==> config.mk <==
export PLATFORM = sky130hd
export DESIGN_NAME = johnson_seq_ctrl_flat
export DESIGN_NICKNAME = d
export VERILOG_FILES = /design/src/rtl/johnson_seq_ctrl_if.sv /design/src/rtl/johnson_seq_ctrl.sv /design/src/flat_wrapper.sv
export SDC_FILE = /design/constraint.sdc
export NUM_CORES = 1
export LEC_CHECK = 0
export ABC_AREA = 1
export CAP_MARGIN = 20
export CORE_AREA = 2 2 57 59
export CTS_BUF_LIST = sky130_fd_sc_hd__clkbuf_8
export CTS_CLUSTER_DIAMETER = 100
export DETAILED_ROUTE_END_ITERATION = 6
export DIE_AREA = 0 0 59 61
export PLACE_DENSITY_LB_ADDON = 0.12
export RECOVER_POWER = 100
export SYNTH_ARGS = -nofsm -noshare
export SYNTH_HDL_FRONTEND = slang
export SYNTH_SLANG_ARGS = --single-unit
==> constraint.sdc <==
create_clock -name clk -period 6 [get_ports clk]
set_input_delay 1.2 -clock clk [delete_from_list [all_inputs] [get_ports clk]]
set_output_delay 1.2 -clock clk [all_outputs]
set_load 0.05 [all_outputs]
==> src/rtl/johnson_seq_ctrl_if.sv <==
// Command/status bundle between a controller (master) and johnson_seq_ctrl (slave).
// Commands and tick/dir/load_val/rot_target flow master->slave.
// q/phase/rot_cnt/busy/done/err flow slave->master.
interface johnson_seq_ctrl_if #(
  parameter int N  = 4,
  parameter int RW = 8,
  parameter int PW = 4
);
  logic          tick;
  logic          dir;
  logic          start;
  logic          stop;
  logic          step;
  logic          clear;
  logic          load;
  logic [N-1:0]  load_val;
  logic [RW-1:0] rot_target;
  logic [N-1:0]  q;
  logic [PW-1:0] phase;
  logic [RW-1:0] rot_cnt;
  logic          busy;
  logic          done;
  logic          err;

  modport master (
    output tick, dir, start, stop, step, clear, load, load_val, rot_target,
    input  q, phase, rot_cnt, busy, done, err
  );

  modport slave (
    input  tick, dir, start, stop, step, clear, load, load_val, rot_target,
    output q, phase, rot_cnt, busy, done, err
  );
endinterface

==> src/rtl/johnson_seq_ctrl.sv <==
// Purpose: N-bit Johnson counter sequencer with start/stop/step/clear/load and rotation counting.
// Latency: command/tick in cycle t updates q/state/flags at the edge ending cycle t; phase is combinational from q.
// Backpressure: none; one command acts per cycle by priority, and any asserted command masks tick.
// Ports: clk, rst (async active-low), bus (johnson_seq_ctrl_if.slave): commands, tick, dir, load_val,
//        rot_target in; q, phase, rot_cnt, busy, done, err out.
module johnson_seq_ctrl #(
  parameter int N  = 4,
  parameter int RW = 8,
  parameter int PW = 4
) (
  input  logic               clk,
  input  logic               rst,
  johnson_seq_ctrl_if.slave  bus
);

  typedef enum logic [1:0] {IDLE, RUN, DONE} state_t;

  state_t        state_q, state_d;
  logic [N-1:0]  q_q, q_d;
  logic [RW-1:0] rot_cnt_q, rot_cnt_d;
  logic          busy_q, busy_d;
  logic          done_q, done_d;
  logic          err_q, err_d;

  logic [N-1:0]  step_val;
  logic [RW-1:0] rot_inc;
  logic          idle_like;

  function automatic logic [N-1:0] fwd(input logic [N-1:0] v);
    return {v[N-2:0], ~v[N-1]};
  endfunction

  function automatic logic [N-1:0] rev(input logic [N-1:0] v);
    return {~v[0], v[N-1:1]};
  endfunction

  // Mask with the k least significant bits set.
  function automatic logic [N-1:0] lsb_ones(input int k);
    logic [N-1:0] m;
    for (int i = 0; i < N; i++) m[i] = (i < k);
    return m;
  endfunction

  // Legal codes are a run of ones anchored at the LSB (including all-zeros
  // and all-ones) or a run of ones anchored at the MSB.
  function automatic logic is_legal(input logic [N-1:0] v);
    logic ok;
    ok = 1'b0;
    for (int k = 0; k <= N; k++) if (v == lsb_ones(k)) ok = 1'b1;
    for (int k = 1; k < N; k++) if (v == ~lsb_ones(N - k)) ok = 1'b1;
    return ok;
  endfunction

  // Ones anchored at the LSB mean we are k steps into the filling half;
  // otherwise the zeros are filling from the bottom and we are 2N-k in.
  function automatic logic [PW-1:0] phase_of(input logic [N-1:0] v);
    int ones;
    ones = 0;
    for (int i = 0; i < N; i++) if (v[i]) ones++;
    if (v[0] || ones == 0) return PW'(ones);
    return PW'(2 * N - ones);
  endfunction

  assign step_val  = bus.dir ? rev(q_q) : fwd(q_q);
  assign rot_inc   = rot_cnt_q + RW'(1);
  assign idle_like = (state_q != RUN);

  always_comb begin
    state_d   = state_q;
    q_d       = q_q;
    rot_cnt_d = rot_cnt_q;
    done_d    = 1'b0;
    err_d     = 1'b0;

    // Highest asserted command owns the cycle even when its own state
    // condition makes it a no-op; tick only acts in a command-free cycle.
    if (bus.clear) begin
      state_d   = IDLE;
      q_d       = '0;
      rot_cnt_d = '0;
    end else if (bus.stop) begin
      if (state_q == RUN) state_d = IDLE;
    end else if (bus.start) begin
      if (idle_like) begin
        state_d   = RUN;
        rot_cnt_d = '0;
      end
    end else if (bus.load) begin
      if (idle_like) begin
        if (is_legal(bus.load_val)) begin
          q_d = bus.load_val;
        end else begin
          q_d   = '0;
          err_d = 1'b1;
        end
      end
    end else if (bus.step) begin
      if (idle_like) q_d = step_val;
    end else if (bus.tick && state_q == RUN) begin
      q_d = step_val;
      // Only landings on all-zeros count, whichever direction got us there.
      if (step_val == '0) begin
        rot_cnt_d = rot_inc;
        if (bus.rot_target != '0 && rot_inc == bus.rot_target) begin
          state_d = DONE;
          done_d  = 1'b1;
        end
      end
    end

    busy_d = (state_d == RUN);
  end

  always_ff @(posedge clk or negedge rst) begin
    if (!rst) begin
      state_q   <= IDLE;
      q_q       <= '0;
      rot_cnt_q <= '0;
      busy_q    <= 1'b0;
      done_q    <= 1'b0;
      err_q     <= 1'b0;
    end else begin
      state_q   <= state_d;
      q_q       <= q_d;
      rot_cnt_q <= rot_cnt_d;
      busy_q    <= busy_d;
      done_q    <= done_d;
      err_q     <= err_d;
    end
  end

  assign bus.q       = q_q;
  assign bus.phase   = phase_of(q_q);
  assign bus.rot_cnt = rot_cnt_q;
  assign bus.busy    = busy_q;
  assign bus.done    = done_q;
  assign bus.err     = err_q;

endmodule

==> src/flat_wrapper.sv <==
// flat-port wrapper written by rule: the top's interface ports become plain ports
module johnson_seq_ctrl_flat 
#(
  parameter int N  = 4,
  parameter int RW = 8,
  parameter int PW = 4
)
  (clk, rst, bus_tick, bus_dir, bus_start, bus_stop, bus_step, bus_clear, bus_load, bus_load_val, bus_rot_target, bus_q, bus_phase, bus_rot_cnt, bus_busy, bus_done, bus_err);
  johnson_seq_ctrl_if #(.N(N), .RW(RW), .PW(PW)) bus_i ();
  input  logic clk;
  input  logic rst;
  input wire logic [$bits(bus_i.tick)-1:0] bus_tick;
  input wire logic [$bits(bus_i.dir)-1:0] bus_dir;
  input wire logic [$bits(bus_i.start)-1:0] bus_start;
  input wire logic [$bits(bus_i.stop)-1:0] bus_stop;
  input wire logic [$bits(bus_i.step)-1:0] bus_step;
  input wire logic [$bits(bus_i.clear)-1:0] bus_clear;
  input wire logic [$bits(bus_i.load)-1:0] bus_load;
  input wire logic [$bits(bus_i.load_val)-1:0] bus_load_val;
  input wire logic [$bits(bus_i.rot_target)-1:0] bus_rot_target;
  output wire logic [$bits(bus_i.q)-1:0] bus_q;
  output wire logic [$bits(bus_i.phase)-1:0] bus_phase;
  output wire logic [$bits(bus_i.rot_cnt)-1:0] bus_rot_cnt;
  output wire logic [$bits(bus_i.busy)-1:0] bus_busy;
  output wire logic [$bits(bus_i.done)-1:0] bus_done;
  output wire logic [$bits(bus_i.err)-1:0] bus_err;
  assign bus_i.tick = bus_tick;
  assign bus_i.dir = bus_dir;
  assign bus_i.start = bus_start;
  assign bus_i.stop = bus_stop;
  assign bus_i.step = bus_step;
  assign bus_i.clear = bus_clear;
  assign bus_i.load = bus_load;
  assign bus_i.load_val = bus_load_val;
  assign bus_i.rot_target = bus_rot_target;
  assign bus_q = bus_i.q;
  assign bus_phase = bus_i.phase;
  assign bus_rot_cnt = bus_i.rot_cnt;
  assign bus_busy = bus_i.busy;
  assign bus_done = bus_i.done;
  assign bus_err = bus_i.err;
  johnson_seq_ctrl #(.N(N), .RW(RW), .PW(PW)) u_core (.clk(clk), .rst(rst), .bus(bus_i));
endmodule
==> out/metrics.csv, run 1 <==
stage,metric,value,unit
outcome,status,"finished, final reports clean",
timing,Clock Skews,0.00119,ns
die,die width,59,um
placement,GPL Wtd Cong,0.845,
critical_path,R2R Path Start,u_core.bus.q[2],
timing,Tmin final,4.45,ns
power_and_ir_drop,combinational power share,49.9,%
finish,# nets final,313,
synthesis,Synth area leaders,"dfrtp_1 (28%), nand2_1 (20%), nand3_1 (9.5%)",
finish,layout cell share with drive strength beyond 1,4.90,%
power_and_ir_drop,Max VDD drop,0.112,mV
global_routing,vias in the first global route,1427,
timing,setup ws final,1.55,ns
global_routing,antenna violations before repair,0,
timing,final setup TNS,0,ns
power_and_ir_drop,switch share,45.7,%
synthesis,synthesized flop and latch total,17,
placement,Post-DP HPWL,2840,um
clock_network,TritonCTS clock tree,done,
power_and_ir_drop,internal power,0.236,mW
die,area of the core,2950,um2
placement,DP Cell Count,315,
finish,"most common cell after layout, fill and taps aside",nand2_1,
timing,Final setup viols,0,
synthesis,Mapped Avg Cell Area,6.28,um2
detailed_routing,DR iter-0 viols,95,
critical_path,Crit. End Element,output port,
timing,final worst-path cycle share,74.2,%
clock_network,number of gates resized after CTS,0,
synthesis,Mapped Area,1530,um2
synthesis,Synth top area share,27.8,%
placement,port bufs,39,
global_routing,grt total ovfl,0,
synthesis,yosys warns,0,
finish,fin cells,319,
finish,area occupied by multi-input gates,940,um2
clock_network,hold-fix buffers at CTS,0,
critical_path,"Max FO, Critical Path",5,
detailed_routing,Pre-antenna DRT Iters,4,
critical_path,worst path required time,4.80,ns
synthesis,Synth area leader,dfrtp_1,
die,Die Height,61,um
timing,Slew Limit Fails,0,
power_and_ir_drop,P per Cell Area,221,nW/um2
timing,Rel. slew slack,45.3,%
clock_network,Worst-Skew Late Latency,0.26,ns
synthesis,Synth Instances,244,
finish,most frequent cells in the layout,"nand2_1 (83), inv_1 (35), nand3_1 (29), nor2_1 (26), dlygate4sd3_1 (23)",
critical_path,Setup crit start kind,register,
die,Starting Density,51.9,%
placement,dpl ws,1.90,ns
detailed_routing,Final ANT Viol Nets,0,
timing,measured slew at the worst slew-check pin,0.817,ns
timing,fmax,0.225,GHz
detailed_routing,via count,1654,
timing,unrepaired setup endpoints after global routing,no,
global_routing,gr usage total,22.1,%
power_and_ir_drop,Leakage Power,0.993,nW
synthesis,synth unique cells,24,
critical_path,critical path class,reg2out,
clock_network,post-CTS setup buffer count,0,
critical_path,Critical Path Start,u_core.bus.q[0],
min_path,min-delay src,u_core.state_q[1],
power_and_ir_drop,P_sw,0.199,mW
power_and_ir_drop,sequential power share,29.2,%
global_routing,first-pass GRT wire length,6090,um
die,Ports,40,
flow_run,Max-cap violations,0,
timing,"Hold Violations, Final",0,
global_routing,pin count of the biggest net entering global routing,18,
clock_network,CTS max path bufs,2,
finish,flip-flop and latch area,425,um2
min_path,Tightest Hold Check Type,reg2reg,
clock_network,root buffer selected by CTS,clkbuf_8,
synthesis,"Seq/Total Area, Yosys",27.8,%
detailed_routing,DRC Markers,0,
critical_path,"Arr. time, crit path",3.25,ns
finish,# diodes,0,
clock_network,clock transition at the registers of the reported paths,0.07,ns
detailed_routing,WL per Instance,11.5,um
die,cell row count,20,
synthesis,Mapped Nets,270,
power_and_ir_drop,clock group share of total power,20.8,%
finish,Layout area overhead,28.5,%
finish,Layout fillers,292,
clock_network,clock sink count,17,
detailed_routing,final WL,3670,um
die,full die area,3600,um2
detailed_routing,vias per cell,5.18,
clock_network,Num CTS Buffers,3,
clock_network,total number of H-tree levels,1,
cell type report:
class | instances | area share (%)
clock inverters | 1 | 0.191
clock buffers | 3 | 2.10
inverters | 34 | 6.48
flip-flops and latches | 17 | 21.6
well taps | 33 | 2.10
repair buffers | 39 | 19.8
multi-input cells | 192 | 47.7
flip-flops by register name, indices dropped and copies added (netlist names):
register / cells
u_core.state_q: 2
u_core.bus.done: 1
u_core.bus.q: 4
u_core.bus.rot_cnt: 8
u_core.bus.err: 1
u_core.bus.busy: 1
metal layers:
metal	GRT usage, %	wire [um]	share of wire (%)	vias to the layer above
li1	-	-	-	877
met1	32.2	1900	52	735
met2	34.9	1610	44	38
met3	2.56	130	3.5	4
met4	5.84	36	0.98	0
met5	0	0	0	-
cell families after synthesis:
group                      Yosys count  synth area share, %
and+or+nand+nor                    156                 45.0
buffers and inverters               35                 9.06
AOI/OAI and AO/OA                   26                 11.2
DFF                                 17                 27.8
adders and majority gates            5                 4.08
xor gates and xnor gates             4                 2.29
muxes                                1                0.653
through the flow:
| stage | util [%] | area, um2 | hold WS [ns] | total power, mW |
|---|---|---|---|---|
| after global routing | 66.7 | 1970 | 0.597 | 0.459 |
| final | 66.7 | 1970 | 0.551 | 0.435 |
| after global placement | 66.1 | 1950 | 0.545 | 0.354 |
| after floorplan | - | 1530 | 0.503 | 0.283 |
| after detailed placement | 66.1 | 1950 | 0.532 | 0.357 |
| after CTS | 67.7 | 2000 | 0.549 | 0.446 |
power groups by stage:
stage                     combinational, mW  clock, mW  sequential, mW
after floorplan                       0.135          0           0.148
after global placement                0.224          0           0.130
after detailed placement              0.227          0           0.130
after CTS                             0.228     0.0905           0.127
after global routing                  0.238     0.0934           0.128
final                                 0.217     0.0906           0.127
synth_stat cells:
cell and instances:
nand2_1 82, inv_1 34, nand3_1 29, nor2_1 25
dfrtp_1 17, nand4_1 10, o21ai_0 8, o21ai_2 6
a21oi_1 5, ha_1 5, nand2_2 3, nor2_2 3
a21oi_2 2, nand3_2 2, o31ai_1 2, xnor2_1 2
xor2_1 2, a2111oi_0 1, a211oi_1 1, buf_6 1
mux2i_1 1, nand2_4 1, nor2_4 1, o21ai_1 1
critical path, cell delays in order (launching register included):
cell and delay [ns]:
dfrtp_1 0.40, inv_1 0.10, ha_1 0.33, xor2_1 0.22
ha_1 0.27, mux2i_1 0.25, ha_1 0.23, nand2_1 0.06
nand2_1 0.11, nor2_1 0.05, a21oi_1 0.09, dlygate4sd3_1 0.88
path summary, 6_finish.rpt:
kind / end / slack [ns] / cells past startpoint
max: bus_phase[1] / 1.55 / 11
min: u_core.state_q[1] / 0.55 / 2
max reg2reg: u_core.bus.rot_cnt[0] / 4.15 / 10
min reg2reg: u_core.state_q[1] / 0.55 / 2
max in group asynchronous: u_core.bus.rot_cnt[0] / 4.02 / 1
min in group asynchronous: u_core.bus.rot_cnt[7] / 1.47 / 1
Power figures use the tool's default switching activity.
==> run 2, diff against run 1 <==
--- a/config.mk
+++ b/config.mk
@@ -7,11 +7,11 @@
 export LEC_CHECK = 0
 export ABC_AREA = 1
 export CAP_MARGIN = 20
-export CORE_AREA = 2 2 57 59
+export CORE_AREA = 2 2 59 61
 export CTS_BUF_LIST = sky130_fd_sc_hd__clkbuf_8
 export CTS_CLUSTER_DIAMETER = 100
 export DETAILED_ROUTE_END_ITERATION = 6
-export DIE_AREA = 0 0 59 61
+export DIE_AREA = 0 0 61 63
 export PLACE_DENSITY_LB_ADDON = 0.12
 export RECOVER_POWER = 100
 export SYNTH_ARGS = -nofsm -noshare
==> constraint.sdc (replaced) <==
create_clock -name clk -period 4.1 [get_ports clk]
set_input_delay 0.82 -clock clk [delete_from_list [all_inputs] [get_ports clk]]
set_output_delay 0.82 -clock clk [all_outputs]
set_load 0.05 [all_outputs]
==> out/metrics.csv, run 2 (synthesized netlist as in run 1, its figures left out) <==
stage,metric,value,unit
outcome,status,"finished, final reports clean",
placement,Post-DP HPWL,3140,um
detailed_routing,DR iter-0 viols,74,
clock_network,TritonCTS clock tree,done,
die,die width,61,um
global_routing,first-pass GRT wire length,6760,um
clock_network,post-CTS setup buffer count,0,
power_and_ir_drop,Leakage Power,0.984,nW
detailed_routing,DRC Markers,0,
clock_network,total number of H-tree levels,1,
clock_network,Num CTS Buffers,3,
finish,Layout area overhead,28.8,%
flow_run,Max-cap violations,0,
die,Die Height,63,um
critical_path,Setup crit start kind,register,
die,cell row count,21,
global_routing,vias in the first global route,1611,
finish,# nets final,313,
clock_network,root buffer selected by CTS,clkbuf_8,
timing,measured slew at the worst slew-check pin,0.849,ns
timing,"Hold Violations, Final",0,
clock_network,hold-fix buffers at CTS,0,
timing,Tmin final,3.89,ns
detailed_routing,Final ANT Viol Nets,0,
critical_path,"Arr. time, crit path",3.07,ns
power_and_ir_drop,Max VDD drop,0.127,mV
clock_network,CTS max path bufs,2,
global_routing,antenna violations before repair,0,
critical_path,"Max FO, Critical Path",5,
timing,final worst-path cycle share,94.8,%
timing,fmax,0.257,GHz
global_routing,gr usage total,23.0,%
detailed_routing,vias per cell,5.04,
critical_path,worst path required time,3.28,ns
die,full die area,3840,um2
timing,Slew Limit Fails,0,
finish,number of flip-flops in the largest register,8,
clock_network,Worst-Skew Late Latency,0.26,ns
min_path,Tightest Hold Check Type,reg2reg,
clock_network,clock sink count,17,
global_routing,pin count of the biggest net entering global routing,18,
finish,layout cell share with drive strength beyond 1,5.24,%
critical_path,Crit. End Element,output port,
power_and_ir_drop,P per Cell Area,318,nW/um2
placement,GPL Wtd Cong,0.886,
detailed_routing,final WL,3910,um
clock_network,number of gates resized after CTS,0,
die,area of the core,3230,um2
finish,# diodes,0,
clock_network,clock transition at the registers of the reported paths,0.07,ns
timing,final setup TNS,0,ns
finish,"Core Util, Final",61.1,%
placement,port bufs,39,
critical_path,critical path class,reg2out,
finish,"most common cell after layout, fill and taps aside",nand2_1,
detailed_routing,WL per Instance,11.8,um
timing,unrepaired setup endpoints after global routing,no,
die,Ports,40,
global_routing,grt total ovfl,0,
timing,Rel. slew slack,43.2,%
detailed_routing,via count,1672,
timing,Clock Skews,0.00120,ns
timing,Final setup viols,0,
finish,most frequent cells in the layout,"nand2_1 (83), inv_1 (34), nand3_1 (29), nor2_1 (26), dlygate4sd3_1 (20)",
die,Starting Density,47.4,%
timing,hold_ws,0.562,ns
detailed_routing,Pre-antenna DRT Iters,4,
==> run 2: worst max-delay path, stage by stage, from the launching register on <==
cell and delay (ns):
dfrtp_1 0.41, inv_1 0.10, ha_1 0.34, xor2_1 0.23, ha_1 0.27, mux2i_1 0.25
ha_1 0.22, nand2_1 0.05, nand2_1 0.11, nor2_1 0.05, dlygate4sd3_1 0.76
==> run 2: cell type report <==
class,instances,area (um2)
well taps,46,57.6
clock inverters,1,5.00
inverters,34,128
flip-flops and latches,17,425
clock buffers,3,41.3
repair buffers,39,378
multi-input cells,192,940
fillers,344,1260
==> run 2: power breakdown <==
part	internal (mW)	total, mW	switching, mW
clock	0.0678	0.132	0.0641
sequential	0.176	0.186	0.0106
combinational	0.0911	0.309	0.218
==> run 2: path summary, 6_finish.rpt <==
| kind | cells past startpoint | slack, ns | from | endpoint |
|---|---|---|---|---|
| min | 2 | 0.56 | u_core.bus.rot_cnt[7] | u_core.bus.rot_cnt[7] |
| min reg2reg | 2 | 0.56 | u_core.bus.rot_cnt[7] | u_core.bus.rot_cnt[7] |
| max in group asynchronous | 1 | 2.47 | rst | u_core.bus.q[0] |
| max reg2reg | 10 | 2.22 | u_core.bus.q[3] | u_core.bus.rot_cnt[0] |
| min in group asynchronous | 1 | 1.11 | rst | u_core.bus.rot_cnt[5] |
| max | 10 | 0.21 | u_core.bus.q[0] | bus_phase[3] |
==> run 2: metal layers <==
metal | share of wire [%] | global-route usage (%) | wire [um] | vias to the layer above
met2 | 54 | 41.4 | 2130 | 32
met4 | 1.6 | 9.51 | 63 | 0
met5 | 0 | 0 | 0 | -
li1 | - | - | - | 875
met3 | 3.4 | 3.31 | 134 | 5
met1 | 41 | 26.0 | 1580 | 760
==> run 2: per-stage QoR <==
stage | area (um2) | std cells | total power [mW] | setup WS [ns]
6_report | 1970 | 332 | 0.628 | 0.214
5_1_grt | 1970 | 332 | 0.671 | 0.0354
4_1_cts | 2020 | 332 | 0.658 | 0.0623
3_5_place_dp | 1970 | 328 | 0.524 | 0.373
3_3_place_gp | 1970 | 328 | 0.520 | 0.431
2_1_floorplan | 1530 | 244 | 0.414 | 0.304
==> run 3, diff against run 2 <==
--- a/config.mk
+++ b/config.mk
@@ -10,6 +10,7 @@
 export CORE_AREA = 2 2 59 61
 export CTS_BUF_LIST = sky130_fd_sc_hd__clkbuf_8
 export CTS_CLUSTER_DIAMETER = 100
+export CTS_CLUSTER_SIZE = 14
 export DETAILED_ROUTE_END_ITERATION = 6
 export DIE_AREA = 0 0 61 63
 export PLACE_DENSITY_LB_ADDON = 0.12
==> results of run 3 <==
No change in the layout: final DEF, timing and power equal those of run 2.
